===== config.mk =====
export PLATFORM = sky130hd
export DESIGN_NAME = term_char_buf_flat
export DESIGN_NICKNAME = d
export VERILOG_FILES = /design/src/rtl/term_char_buf_pkg.sv /design/src/rtl/term_char_buf_if.sv /design/src/rtl/term_char_buf_charlut.sv /design/src/rtl/term_char_buf.sv /design/src/flat_wrapper.sv
export SDC_FILE = /design/constraint.sdc
export NUM_CORES = 2
export LEC_CHECK = 0
export ABC_CLOCK_PERIOD_IN_PS = 51400
export CORE_MARGIN = 1
export CORE_UTILIZATION = 60
export DETAILED_ROUTE_END_ITERATION = 10
export GPL_TIMING_DRIVEN = 0
export PLACE_DENSITY_LB_ADDON = 0.1
export RECOVER_POWER = 25
export SYNTH_ARGS = -nofsm -noshare
export SYNTH_HDL_FRONTEND = slang
export SYNTH_SLANG_ARGS = --single-unit

===== constraint.sdc =====
create_clock -name clk -period 51.4 [get_ports clk]
set_input_delay 15.42 -clock clk [delete_from_list [all_inputs] [get_ports clk]]
set_output_delay 15.42 -clock clk [all_outputs]
set_load 0.01 [all_outputs]

===== src/rtl/term_char_buf_pkg.sv =====
// Shared constants and types for the scrolling terminal character buffer.
package term_char_buf_pkg;

    localparam logic [7:0] ASCII_BS  = 8'h08;
    localparam logic [7:0] ASCII_TAB = 8'h09;
    localparam logic [7:0] ASCII_LF  = 8'h0A;
    localparam logic [7:0] ASCII_CR  = 8'h0D;
    localparam logic [7:0] ASCII_ESC = 8'h1B;
    localparam logic [7:0] ASCII_DEL = 8'h7F;

    localparam int GLYPH_W = 8;
    localparam int GLYPH_H = 16;

    typedef enum logic [1:0] {
        IDLE,
        CLR_ROW,
        CLR_ALL
    } state_t;

    function automatic logic is_printable(input logic [7:0] c);
        return (c >= 8'h20) && (c <= 8'h7E);
    endfunction

endpackage


===== src/rtl/term_char_buf_if.sv =====
// Character input handshake and pixel read port of the terminal buffer.
interface term_char_buf_if #(
    parameter int p_hchar_bits = 7,
    parameter int p_vchar_bits = 5
);
    logic [7:0]              ascii;
    logic                    ascii_val;
    logic                    ascii_rdy;
    logic [p_hchar_bits-1:0] read_hchar;
    logic [p_vchar_bits-1:0] read_vchar;
    logic [2:0]              read_hoffset;
    logic [3:0]              read_voffset;
    logic                    read_lit;
    logic                    out_of_bounds;

    modport master (
        output ascii, ascii_val, read_hchar, read_vchar, read_hoffset, read_voffset,
        input  ascii_rdy, read_lit, out_of_bounds
    );

    modport slave (
        input  ascii, ascii_val, read_hchar, read_vchar, read_hoffset, read_voffset,
        output ascii_rdy, read_lit, out_of_bounds
    );
endinterface


===== src/rtl/term_char_buf_charlut.sv =====
// CharLUT: 8x16 glyph pixel lookup. Carries a reduced glyph set; other
// printable codes render as a box outline, code 0 and space are blank.
module CharLUT
    import term_char_buf_pkg::*;
(
    input  logic [7:0] code,
    input  logic [2:0] hoffset,
    input  logic [3:0] voffset,
    output logic       lit
);
    localparam logic [GLYPH_W*GLYPH_H-1:0] G_A   = 128'h00001038_6CC6C6FE_C6C6C6C6_00000000;
    localparam logic [GLYPH_W*GLYPH_H-1:0] G_B   = 128'h0000FC66_66667C66_666666FC_00000000;
    localparam logic [GLYPH_W*GLYPH_H-1:0] G_C   = 128'h00003C66_C2C0C0C0_C0C2663C_00000000;
    localparam logic [GLYPH_W*GLYPH_H-1:0] G_X   = 128'h0000C6C6_6C7C3838_7C6CC6C6_00000000;
    localparam logic [GLYPH_W*GLYPH_H-1:0] G_BOX = 128'h00007E42_42424242_4242427E_00000000;

    logic [GLYPH_W*GLYPH_H-1:0] glyph;
    logic [GLYPH_W-1:0]         row_bits;

    // Row 0 sits in the top byte, pixel column 0 in the MSB of each row.
    always_comb begin
        case (code)
            8'h41:   glyph = G_A;
            8'h42:   glyph = G_B;
            8'h43:   glyph = G_C;
            8'h58:   glyph = G_X;
            default: glyph = (code > 8'h20 && code < 8'h7F) ? G_BOX : '0;
        endcase
        row_bits = glyph[{~voffset, 3'b000} +: GLYPH_W];
        lit      = row_bits[~hoffset];
    end
endmodule


===== src/rtl/term_char_buf.sv =====
// Scrolling terminal character grid with cursor, multi-cycle clears and a
// registered glyph-pixel read port for the VGA driver.
module term_char_buf
    import term_char_buf_pkg::*;
#(
    parameter int p_num_rows     = 16,
    parameter int p_num_cols     = 32,
    parameter int p_tab_width    = 4,
    parameter int p_blink_cycles = 25_000_000,
    parameter int p_hchar_bits   = 7,
    parameter int p_vchar_bits   = 5
) (
    input  logic           clk,
    input  logic           rst,
    term_char_buf_if.slave bus
);
    localparam int RW = $clog2(p_num_rows);
    localparam int CW = $clog2(p_num_cols);
    localparam int AW = RW + CW;
    localparam int BW = $clog2(p_blink_cycles + 1);

    localparam logic [CW-1:0] LAST_COL   = CW'(p_num_cols - 1);
    localparam logic [RW-1:0] LAST_ROW   = RW'(p_num_rows - 1);
    localparam logic [CW-1:0] TAB_MASK   = CW'(p_tab_width - 1);
    localparam logic [CW:0]   NUM_COLS_W = (CW+1)'(p_num_cols);
    localparam logic [BW-1:0] BLINK_LAST = BW'(p_blink_cycles - 1);

    state_t        state, state_n;
    logic [CW-1:0] cx, cx_n;
    logic [RW-1:0] cy, cy_n, top, top_n;
    logic [AW-1:0] clr_cnt, clr_cnt_n;
    logic          accept, newline;
    logic [CW:0]   tab_next;
    logic [RW-1:0] row_phys, row_prev;
    logic [CW-1:0] cx_prev;

    logic          we;
    logic [AW-1:0] waddr, raddr;
    logic [7:0]    wdata, rd_code;
    logic [7:0]    mem [p_num_rows*p_num_cols];

    logic [BW-1:0] blink_cnt;
    logic          blink_on;

    logic [p_hchar_bits-1:0] hchar;
    logic [p_vchar_bits-1:0] vchar;
    logic                    in_grid, cur_cell;
    logic                    oob_q, cur_q, glyph_lit;
    logic [2:0]              hoff_q;
    logic [3:0]              voff_q;

    assign accept    = bus.ascii_val & (state == IDLE) & ~rst;
    assign tab_next  = {1'b0, cx | TAB_MASK} + 1'b1;
    assign row_phys  = top + cy;
    assign row_prev  = row_phys - 1'b1;
    assign cx_prev   = cx - 1'b1;
    assign bus.ascii_rdy = (state == IDLE) & ~rst;

    always_ff @(posedge clk) begin
        if (rst) begin
            state   <= CLR_ALL;
            cx      <= '0;
            cy      <= '0;
            top     <= '0;
            clr_cnt <= '0;
        end else begin
            state   <= state_n;
            cx      <= cx_n;
            cy      <= cy_n;
            top     <= top_n;
            clr_cnt <= clr_cnt_n;
        end
    end

    always_comb begin
        state_n   = state;
        cx_n      = cx;
        cy_n      = cy;
        top_n     = top;
        clr_cnt_n = clr_cnt;
        newline   = 1'b0;
        case (state)
            IDLE: if (accept) begin
                if (is_printable(bus.ascii)) begin
                    if (cx == LAST_COL) newline = 1'b1;
                    else                cx_n    = cx + 1'b1;
                end else begin
                    case (bus.ascii)
                        ASCII_LF: newline = 1'b1;
                        ASCII_CR: cx_n = '0;
                        ASCII_TAB: begin
                            if (tab_next >= NUM_COLS_W) newline = 1'b1;
                            else                        cx_n    = tab_next[CW-1:0];
                        end
                        ASCII_BS, ASCII_DEL: begin
                            if (cx != '0) begin
                                cx_n = cx_prev;
                            end else if (cy != '0) begin
                                cy_n = cy - 1'b1;
                                cx_n = LAST_COL;
                            end
                        end
                        ASCII_ESC: begin
                            cx_n      = '0;
                            cy_n      = '0;
                            top_n     = '0;
                            clr_cnt_n = '0;
                            state_n   = CLR_ALL;
                        end
                        default: ;
                    endcase
                end
                // On the bottom row a new line scrolls by advancing top.
                if (newline) begin
                    cx_n = '0;
                    if (cy != LAST_ROW) cy_n  = cy + 1'b1;
                    else                top_n = top + 1'b1;
                    clr_cnt_n = '0;
                    state_n   = CLR_ROW;
                end
            end
            CLR_ROW: begin
                clr_cnt_n = clr_cnt + 1'b1;
                if (clr_cnt[CW-1:0] == LAST_COL) begin
                    clr_cnt_n = '0;
                    state_n   = IDLE;
                end
            end
            CLR_ALL: begin
                clr_cnt_n = clr_cnt + 1'b1;
                if (&clr_cnt) begin
                    clr_cnt_n = '0;
                    state_n   = IDLE;
                end
            end
            default: state_n = CLR_ALL;
        endcase
    end

    // Single write port shared by character writes, backspace and clears.
    always_comb begin
        we    = 1'b0;
        waddr = {row_phys, cx};
        wdata = '0;
        case (state)
            IDLE: if (accept) begin
                if (is_printable(bus.ascii)) begin
                    we    = 1'b1;
                    wdata = bus.ascii;
                end else if (bus.ascii == ASCII_BS || bus.ascii == ASCII_DEL) begin
                    if (cx != '0) begin
                        we    = 1'b1;
                        waddr = {row_phys, cx_prev};
                    end else if (cy != '0) begin
                        we    = 1'b1;
                        waddr = {row_prev, LAST_COL};
                    end
                end
            end
            CLR_ROW: begin
                we    = 1'b1;
                waddr = {row_phys, clr_cnt[CW-1:0]};
            end
            CLR_ALL: begin
                we    = 1'b1;
                waddr = clr_cnt;
            end
            default: ;
        endcase
    end

    // Read-first RAM: a same-cycle read of the written cell returns old data.
    always_ff @(posedge clk) begin
        if (we) mem[waddr] <= wdata;
        rd_code <= mem[raddr];
    end

    always_ff @(posedge clk) begin
        if (rst || accept) begin
            blink_cnt <= '0;
            blink_on  <= 1'b1;
        end else if (blink_cnt == BLINK_LAST) begin
            blink_cnt <= '0;
            blink_on  <= ~blink_on;
        end else begin
            blink_cnt <= blink_cnt + 1'b1;
        end
    end

    assign hchar    = bus.read_hchar;
    assign vchar    = bus.read_vchar;
    assign in_grid  = (32'(hchar) < p_num_cols) && (32'(vchar) < p_num_rows);
    assign cur_cell = (32'(hchar) == 32'(cx)) && (32'(vchar) == 32'(cy));
    assign raddr    = {top + vchar[RW-1:0], hchar[CW-1:0]};

    always_ff @(posedge clk) begin
        if (rst) begin
            oob_q  <= 1'b1;
            cur_q  <= 1'b0;
            hoff_q <= '0;
            voff_q <= '0;
        end else begin
            oob_q  <= ~in_grid;
            cur_q  <= in_grid & cur_cell & blink_on & (state == IDLE) &
                      (bus.read_voffset == 4'(GLYPH_H - 1)) &
                      (bus.read_hoffset != 3'(GLYPH_W - 1));
            hoff_q <= bus.read_hoffset;
            voff_q <= bus.read_voffset;
        end
    end

    CharLUT u_lut (
        .code    (rd_code),
        .hoffset (hoff_q),
        .voffset (voff_q),
        .lit     (glyph_lit)
    );

    assign bus.out_of_bounds = oob_q;
    assign bus.read_lit      = ~oob_q & (cur_q | glyph_lit);

endmodule


===== src/flat_wrapper.sv =====
// flat-port wrapper written by rule: the top's interface ports become plain ports
module term_char_buf_flat import term_char_buf_pkg::*;
#(
    parameter int p_num_rows     = 16,
    parameter int p_num_cols     = 32,
    parameter int p_tab_width    = 4,
    parameter int p_blink_cycles = 25_000_000,
    parameter int p_hchar_bits   = 7,
    parameter int p_vchar_bits   = 5
)
  (clk, rst, bus_ascii, bus_ascii_val, bus_read_hchar, bus_read_vchar, bus_read_hoffset, bus_read_voffset, bus_ascii_rdy, bus_read_lit, bus_out_of_bounds);
  term_char_buf_if #(.p_hchar_bits(p_hchar_bits), .p_vchar_bits(p_vchar_bits)) bus_i ();
  input  logic clk;
  input  logic rst;
  input wire logic [$bits(bus_i.ascii)-1:0] bus_ascii;
  input wire logic [$bits(bus_i.ascii_val)-1:0] bus_ascii_val;
  input wire logic [$bits(bus_i.read_hchar)-1:0] bus_read_hchar;
  input wire logic [$bits(bus_i.read_vchar)-1:0] bus_read_vchar;
  input wire logic [$bits(bus_i.read_hoffset)-1:0] bus_read_hoffset;
  input wire logic [$bits(bus_i.read_voffset)-1:0] bus_read_voffset;
  output wire logic [$bits(bus_i.ascii_rdy)-1:0] bus_ascii_rdy;
  output wire logic [$bits(bus_i.read_lit)-1:0] bus_read_lit;
  output wire logic [$bits(bus_i.out_of_bounds)-1:0] bus_out_of_bounds;
  assign bus_i.ascii = bus_ascii;
  assign bus_i.ascii_val = bus_ascii_val;
  assign bus_i.read_hchar = bus_read_hchar;
  assign bus_i.read_vchar = bus_read_vchar;
  assign bus_i.read_hoffset = bus_read_hoffset;
  assign bus_i.read_voffset = bus_read_voffset;
  assign bus_ascii_rdy = bus_i.ascii_rdy;
  assign bus_read_lit = bus_i.read_lit;
  assign bus_out_of_bounds = bus_i.out_of_bounds;
  term_char_buf #(.p_num_rows(p_num_rows), .p_num_cols(p_num_cols), .p_tab_width(p_tab_width), .p_blink_cycles(p_blink_cycles), .p_hchar_bits(p_hchar_bits), .p_vchar_bits(p_vchar_bits)) u_core (.clk(clk), .rst(rst), .bus(bus_i));
endmodule

Word-level counts from Yosys, hierarchy flattened:

Memories as Yosys holds them, arrays and structs flattened. A register that Yosys moved wholly into a read port is not among the register bits.
Index checks and enable logic that the tools add are counted.

* output and inout bits: 3
* logic and storage cells: 154
* bits of input ports: 30
* register bits: 59
* RAM bits: 4096
* memories kept: 1

* add/subtract/negate cells: 11
* reduce and logical (&&, ||, !) cells: 20
* muxes and demuxes: 58
* equality and inequality tests: 28
* bitwise operators: 16
* shift-type cells: 1
* magnitude comparators: 8

Memory list
* u_core.mem: depth 512, width 8, read ports 1, clocked after memory_dff 1, write ports 1, line term_char_buf.sv:40 `logic [7:0] mem [p_num_rows*p_num_cols];`

Operator list (number)
* $pmux W112 S4: 1
* $shiftx A128 B8 Y8: 1
* $mux W111: 1
* $mux W9: 11
* $pmux W9 S3: 2
* $eq A8 B7 Y1 const B: 5
* $mux W4: 9
* $eq A8 B4 Y1 const B: 4
* $mux W5: 6
* $add A25 B1 Y25 const B: 1
* $eq A25 B25 Y1 const B: 1
* $mux W8: 3
* $pmux W5 S3: 1
* $mux W1: 13
* $mux W2: 6
* $ne A3 B3 Y1 const B: 4
* $eq A5 B5 Y1 const B: 2
* $reduce_bool A5 Y1: 2
* $add A9 B1 Y9 const B: 1
* $and A1 B1 Y1: 9
* $reduce_and A9 Y1: 1
* $add A4 B1 Y4 const B: 2
* $add A4 B4 Y4: 2
* $eq A8 B5 Y1 const B: 1
* 39 further kinds: 53

Depth between registers and ports, before layout:

* depth in word-level cells: 10
* depth in mapped cells: 13
* mapped depth without buffers: 10

Cells and area by module:

A second synthesis with hierarchy kept.

* cell total of the unflattened synthesis: 8549
* area total of the unflattened synthesis: 164636.6 µm²

By module, submodules not included
* term_char_buf: cells each 8422, area each 163780.8 µm², instances 1, sequential area each 124339.3 µm²
* CharLUT: cells each 127, area each 855.8 µm², instances 1, sequential area each 0.0 µm²

Least setup slack after synthesis:

OpenSTA, ideal clock, no wires.

* path type: in2reg
* start point: in bus_ascii[2]
* end point: mem u_core.mem[0][3] (data pin)
* library setup time: 3.970 ns
* data arrival time: 35.298 ns
* slack: 12.132 ns
* buffers on the path: 2
* stages on the path: 6
* required time: 47.430 ns
* cell sequence: buf_2 -> nand3_2 -> or3_1 -> buf_2 -> nand3_1 -> nor3_1

* word-level cells in the longest chain between the ends: 5
* elaborated cells on any way between the ends: 6
* those cells by class: 2 x order compare; 3 x mux; 1 x reduce/logical

Ends and longest elaborated chain
* from (decl): line flat_wrapper.sv:15 `input wire logic [$bits(bus_i.ascii)-1:0] bus_ascii;`
* $ge A8 B6 Y1 / $le A8 B7 Y1 (equally long branches): line term_char_buf_pkg.sv:21 `return (c >= 8'h20) && (c <= 8'h7E);`
* $logic_and A1 B1 Y1 (*): line term_char_buf_pkg.sv:21
* $mux W8 (*): line term_char_buf.sv:147 `if (is_printable(bus.ascii)) begin`
* $mux W8 (*): line term_char_buf.sv:146 `IDLE: if (accept) begin`
* $mux W8 (*): line term_char_buf.sv:145 `case (state)`
* via u_core.wdata[3]: line term_char_buf.sv:39 `logic [7:0] wdata, rd_code;`
* to (decl): line term_char_buf.sv:40

The timed path passes the listed nets; every way through them passes the cells marked *.

Final worst setup path:

* start point: in rst
* end point: out bus_ascii_rdy

* word-level cells in the longest chain between the ends: 2

Ends and longest elaborated chain
* from (decl): line flat_wrapper.sv:14 `input logic rst;`
* $not A1 Y1: line term_char_buf.sv:57 `assign bus.ascii_rdy = (state == IDLE) & ~rst;`
* $and A1 B1 Y1: line term_char_buf.sv:57
* to (decl): line flat_wrapper.sv:21 `output wire logic [$bits(bus_i.ascii_rdy)-1:0] bus_ascii_rdy;`

No other way between the ends.

==> flow_summary.json <==
{
  "synth.distinct_cells": 82,
  "synth_seq_cells": 4163,
  "dp_hpwl_um": 399700,
  "cts_buffers": 412,
  "post-place-ws_ns": 18.79,
  "tritoncts": "yes",
  "drv_slew": 1542,
  "root_buffer": "clkbuf_16",
  "clk_pin_slew_ns": 0.06,
  "syn2layout_area_growth_pct": 14.12,
  "clock_latency_ns": 0.99,
  "cts.repair.resized": 0,
  "seqPwrFrac": 0.524,
  "grt_pass1_wl_um": 755500,
  "synthCells": 8576,
  "layout.nets": 9808,
  "setup_tns_ns": 0,
  "synth-edff-count": 4096,
  "hold_viol_final": 0,
  "finalCriticalPeriod_ns": 32.73,
  "r2r_start": "u_core.state[1]",
  "cp.required_ns": 35.98,
  "die_w_um": 526.1,
  "wl_um": 564700,
  "avgRoutedWirePerCell_um": 41.13,
  "setup_slack_ns": 18.67,
  "clockPowerShare": 0.424,
  "die_h_um": 526.1,
  "via_per_inst": 7.123,
  "postCtsSetupBuffers": 0,
  "syn-cell-area_mm2": 0.1648,
  "antenna_found_initial": 58,
  "p_total_w": 0.007028,
  "r2r_slack_ns": 41.31,
  "yosysTopAreaCell": "edfxtp_1",
  "hold_buffers": 0,
  "grtUsageTotal": 0.4065,
  "fmax_ghz": 0.03056,
  "initial_core_util": 0.6030,
  "status": "finished, violations left",
  "ant_nets": 0,
  "gp_congestion": 1.038,
  "synth_area_per_cell_um2": 19.22,
  "rsz0062_at_grt": "false",
  "finalCoreUtilization": 0.6881,
  "maxCapViolCount": 57,
  "swShare": 0.2265,
  "crit_path_top_delay_cell": "dlygate4sd3_1",
  "min_from": "u_core.blink_cnt[0]",
  "cpPeakStageDelay_ns": 0.76,
  "worst-r2r-cell-count": 9,
  "core_area_mm2": 0.2734,
  "comb_power_share": 0.052,
  "numClockSinks": 4163,
  "fin_crit_sh": 0.6367,
  "io_buffers": 29,
  "start_kind": "input port",
  "worst_slew_pin_slew_ns": 4.470,
  "setup.worst_path.end_class": "output port",
  "htreeDepth": 5,
  "synth_warnings": 0,
  "yosysSeqAreaShare": 0.7543,
  "synthTopCellsByArea": "edfxtp_1, mux4_2, mux2i_1, o221ai_1, nor3_1",
  "crit_chain": "dlygate4sd3_1 > clkbuf_1 > nor2_1 > clkdlybuf4s50_1",
  "irDropWorstVdd_v": 0.00003755,
  "cell_internal_pwr_w": 0.005436,
  "p_leak_nw": 68.98,
  "ys.flop_type": "edfxtp_1",
  "grt_max_degree": 99,
  "multiInputGateArea_mm2": 0.04075,
  "seq_area_mm2": 0.1243,
  "slew_headroom": -1.980,
  "violations": "capacitance limit, slew limit",
  "first_iter_violations": 17152,
  "switchingPower_w": 0.001592,
  "worstPathMaxFanout": 10,
  "ios": 33,
  "synth_top_area_share": 0.7462,
  "p_per_area_mw_per_mm2": 37.36,
  "finalClockSkew_ns": 0.05565,
  "r2r-end": "u_core.mem[136][5]",
  "hold_class": "reg2reg",
  "grt_pass1_vias": 92846,
  "worstSetupPathType": "in2out",
  "fillCellCount": 17580,
  "hold-path-endpoint": "u_core.blink_cnt[0]",
  "arrival_ns": 17.31,
  "timing.hold.ws_ns": 0.4799,
  "gr-total-overflow": 0,
  "cts.path.max_buffers": 4,
  "num_vias": 97810,
  "setup_viol": 0,
  "synthArstFlopShare": 0,
  "firstDrtPassIters": 8,
  "drc": 0,
  "min_path_cells": 1,
  "drive_above_1_share": 0.1916,
  "rows": 192,
  "die_area_mm2": 0.2768
}
==> placed cells by master (no fill, tap or decap), types with 89 or more instances in the layout <==
master,count
nor3_1,289
nand2_1,89
buf_2,175
clkbuf_1,466
edfxtp_1,4096
o22ai_1,196
clkbuf_16,420
a21oi_1,251
mux4_2,668
conb_1,512
o221ai_1,387
clkinv_1,91
mux2i_1,776
o21ai_0,214
nor3_2,240
==> synthesized netlist by cell type, types with 8 or more instances <==
cell type / count
a2111oi_0: 9
a211oi_1: 30
a21oi_1: 253
a22oi_1: 60
a31oi_1: 11
and2_1: 11
and3_1: 26
buf_1: 50
buf_2: 153
buf_4: 8
buf_6: 9
clkbuf_1: 376
dfxtp_1: 67
edfxtp_1: 4096
ha_1: 23
inv_1: 36
mux2i_1: 776
mux4_2: 668
nand2_1: 89
nand2b_1: 11
nand3_1: 39
nand3_4: 16
nand3b_1: 12
nand4_1: 86
nor2_1: 82
nor2b_1: 29
nor3_1: 479
nor3_2: 50
nor4_1: 22
o211ai_1: 15
o21ai_0: 227
o221ai_1: 387
o22ai_1: 196
or3_1: 15
or4_1: 8
xnor2_1: 18
xor2_1: 29
==> worst max path at each step <==
| stage | to | slack [ns] | cells past startpoint | from |
|---|---|---|---|---|
| global route | bus_ascii_rdy | 18.60 | 4 | rst |
| finish | bus_ascii_rdy | 18.67 | 4 | rst |
| detailed placement | bus_ascii_rdy | 18.79 | 4 | rst |
| floorplan | u_core.mem[0][3] | 12.13 | 6 | bus_ascii[2] |
| CTS | bus_ascii_rdy | 18.79 | 4 | rst |
| global placement | u_core.mem[328][2] | -13.93 | 6 | bus_ascii[0] |
==> per-stage QoR <==
stage	cell area [um2]	cells
after global placement	171500	12705
after floorplan	166800	9087
after CTS	188200	13650
after global routing	188000	13687
after detailed placement	175100	12895
final	188100	13732
==> final cells by class <==
cell class | instances | area share
Sequential cell | 4163 | 0.6610
Clock buffer | 524 | 0.05843
Inverter | 37 | 0.0007383
Multi-Input combinational cell | 4291 | 0.2166
Clock inverter | 231 | 0.01129
Timing Repair Buffer | 252 | 0.01338
Antenna cell | 49 | 0.0006518
Tap cell | 3589 | 0.02387
Buffer | 596 | 0.01401
==> sequential cells by signal, indices dropped and copies added (netlist names) <==
| name | cells |
|---|---|
| u_core.blink_cnt | 25 |
| u_core.blink_on | 1 |
| u_core.bus.out_of_bounds | 1 |
| u_core.clr_cnt | 9 |
| u_core.cur_q | 1 |
| u_core.cx | 5 |
| u_core.cy | 4 |
| u_core.hoff_q | 3 |
| u_core.mem | 4096 |
| u_core.rd_code | 8 |
| u_core.state | 2 |
| u_core.top | 4 |
| u_core.voff_q | 4 |
==> metal layers <==
layer  GRT usage  routed length [um]  part of all wire
met5     0.01143                 585            0.0010
met4      0.2882               47030             0.083
met1      0.5193              190200              0.34
met3      0.1405               80320              0.14
met2      0.5848              246600              0.44
==> worst max-delay path: cells and delay by family <==
family	cells	cell delay, ns
buffers and inverters	3	1.76
AND/OR/NAND/NOR	1	0.13
==> power by group through the flow <==
stage,clock network (W),logic [W],registers (W)
floorplan,0,0.000157,0.00376
global placement,0,0.000327,0.00376
detailed placement,0,0.000338,0.00376
CTS,0.00297,0.000339,0.00369
global route,0.00309,0.000356,0.00368
finish,0.00298,0.000365,0.00369
==> logic make-up after synthesis <==
logic type | count (synthesis) | share of synthesized area
compound gates | 1253 | 0.05180
xor+xnor | 47 | 0.002497
fa+ha+maj | 25 | 0.001989
buf+inv | 633 | 0.01617
flops | 4163 | 0.7543
mux | 1446 | 0.1385
other cells | 1 | 0.00002275
simple gates | 1008 | 0.03467
Note: power is estimated with default switching activity, not from simulation.
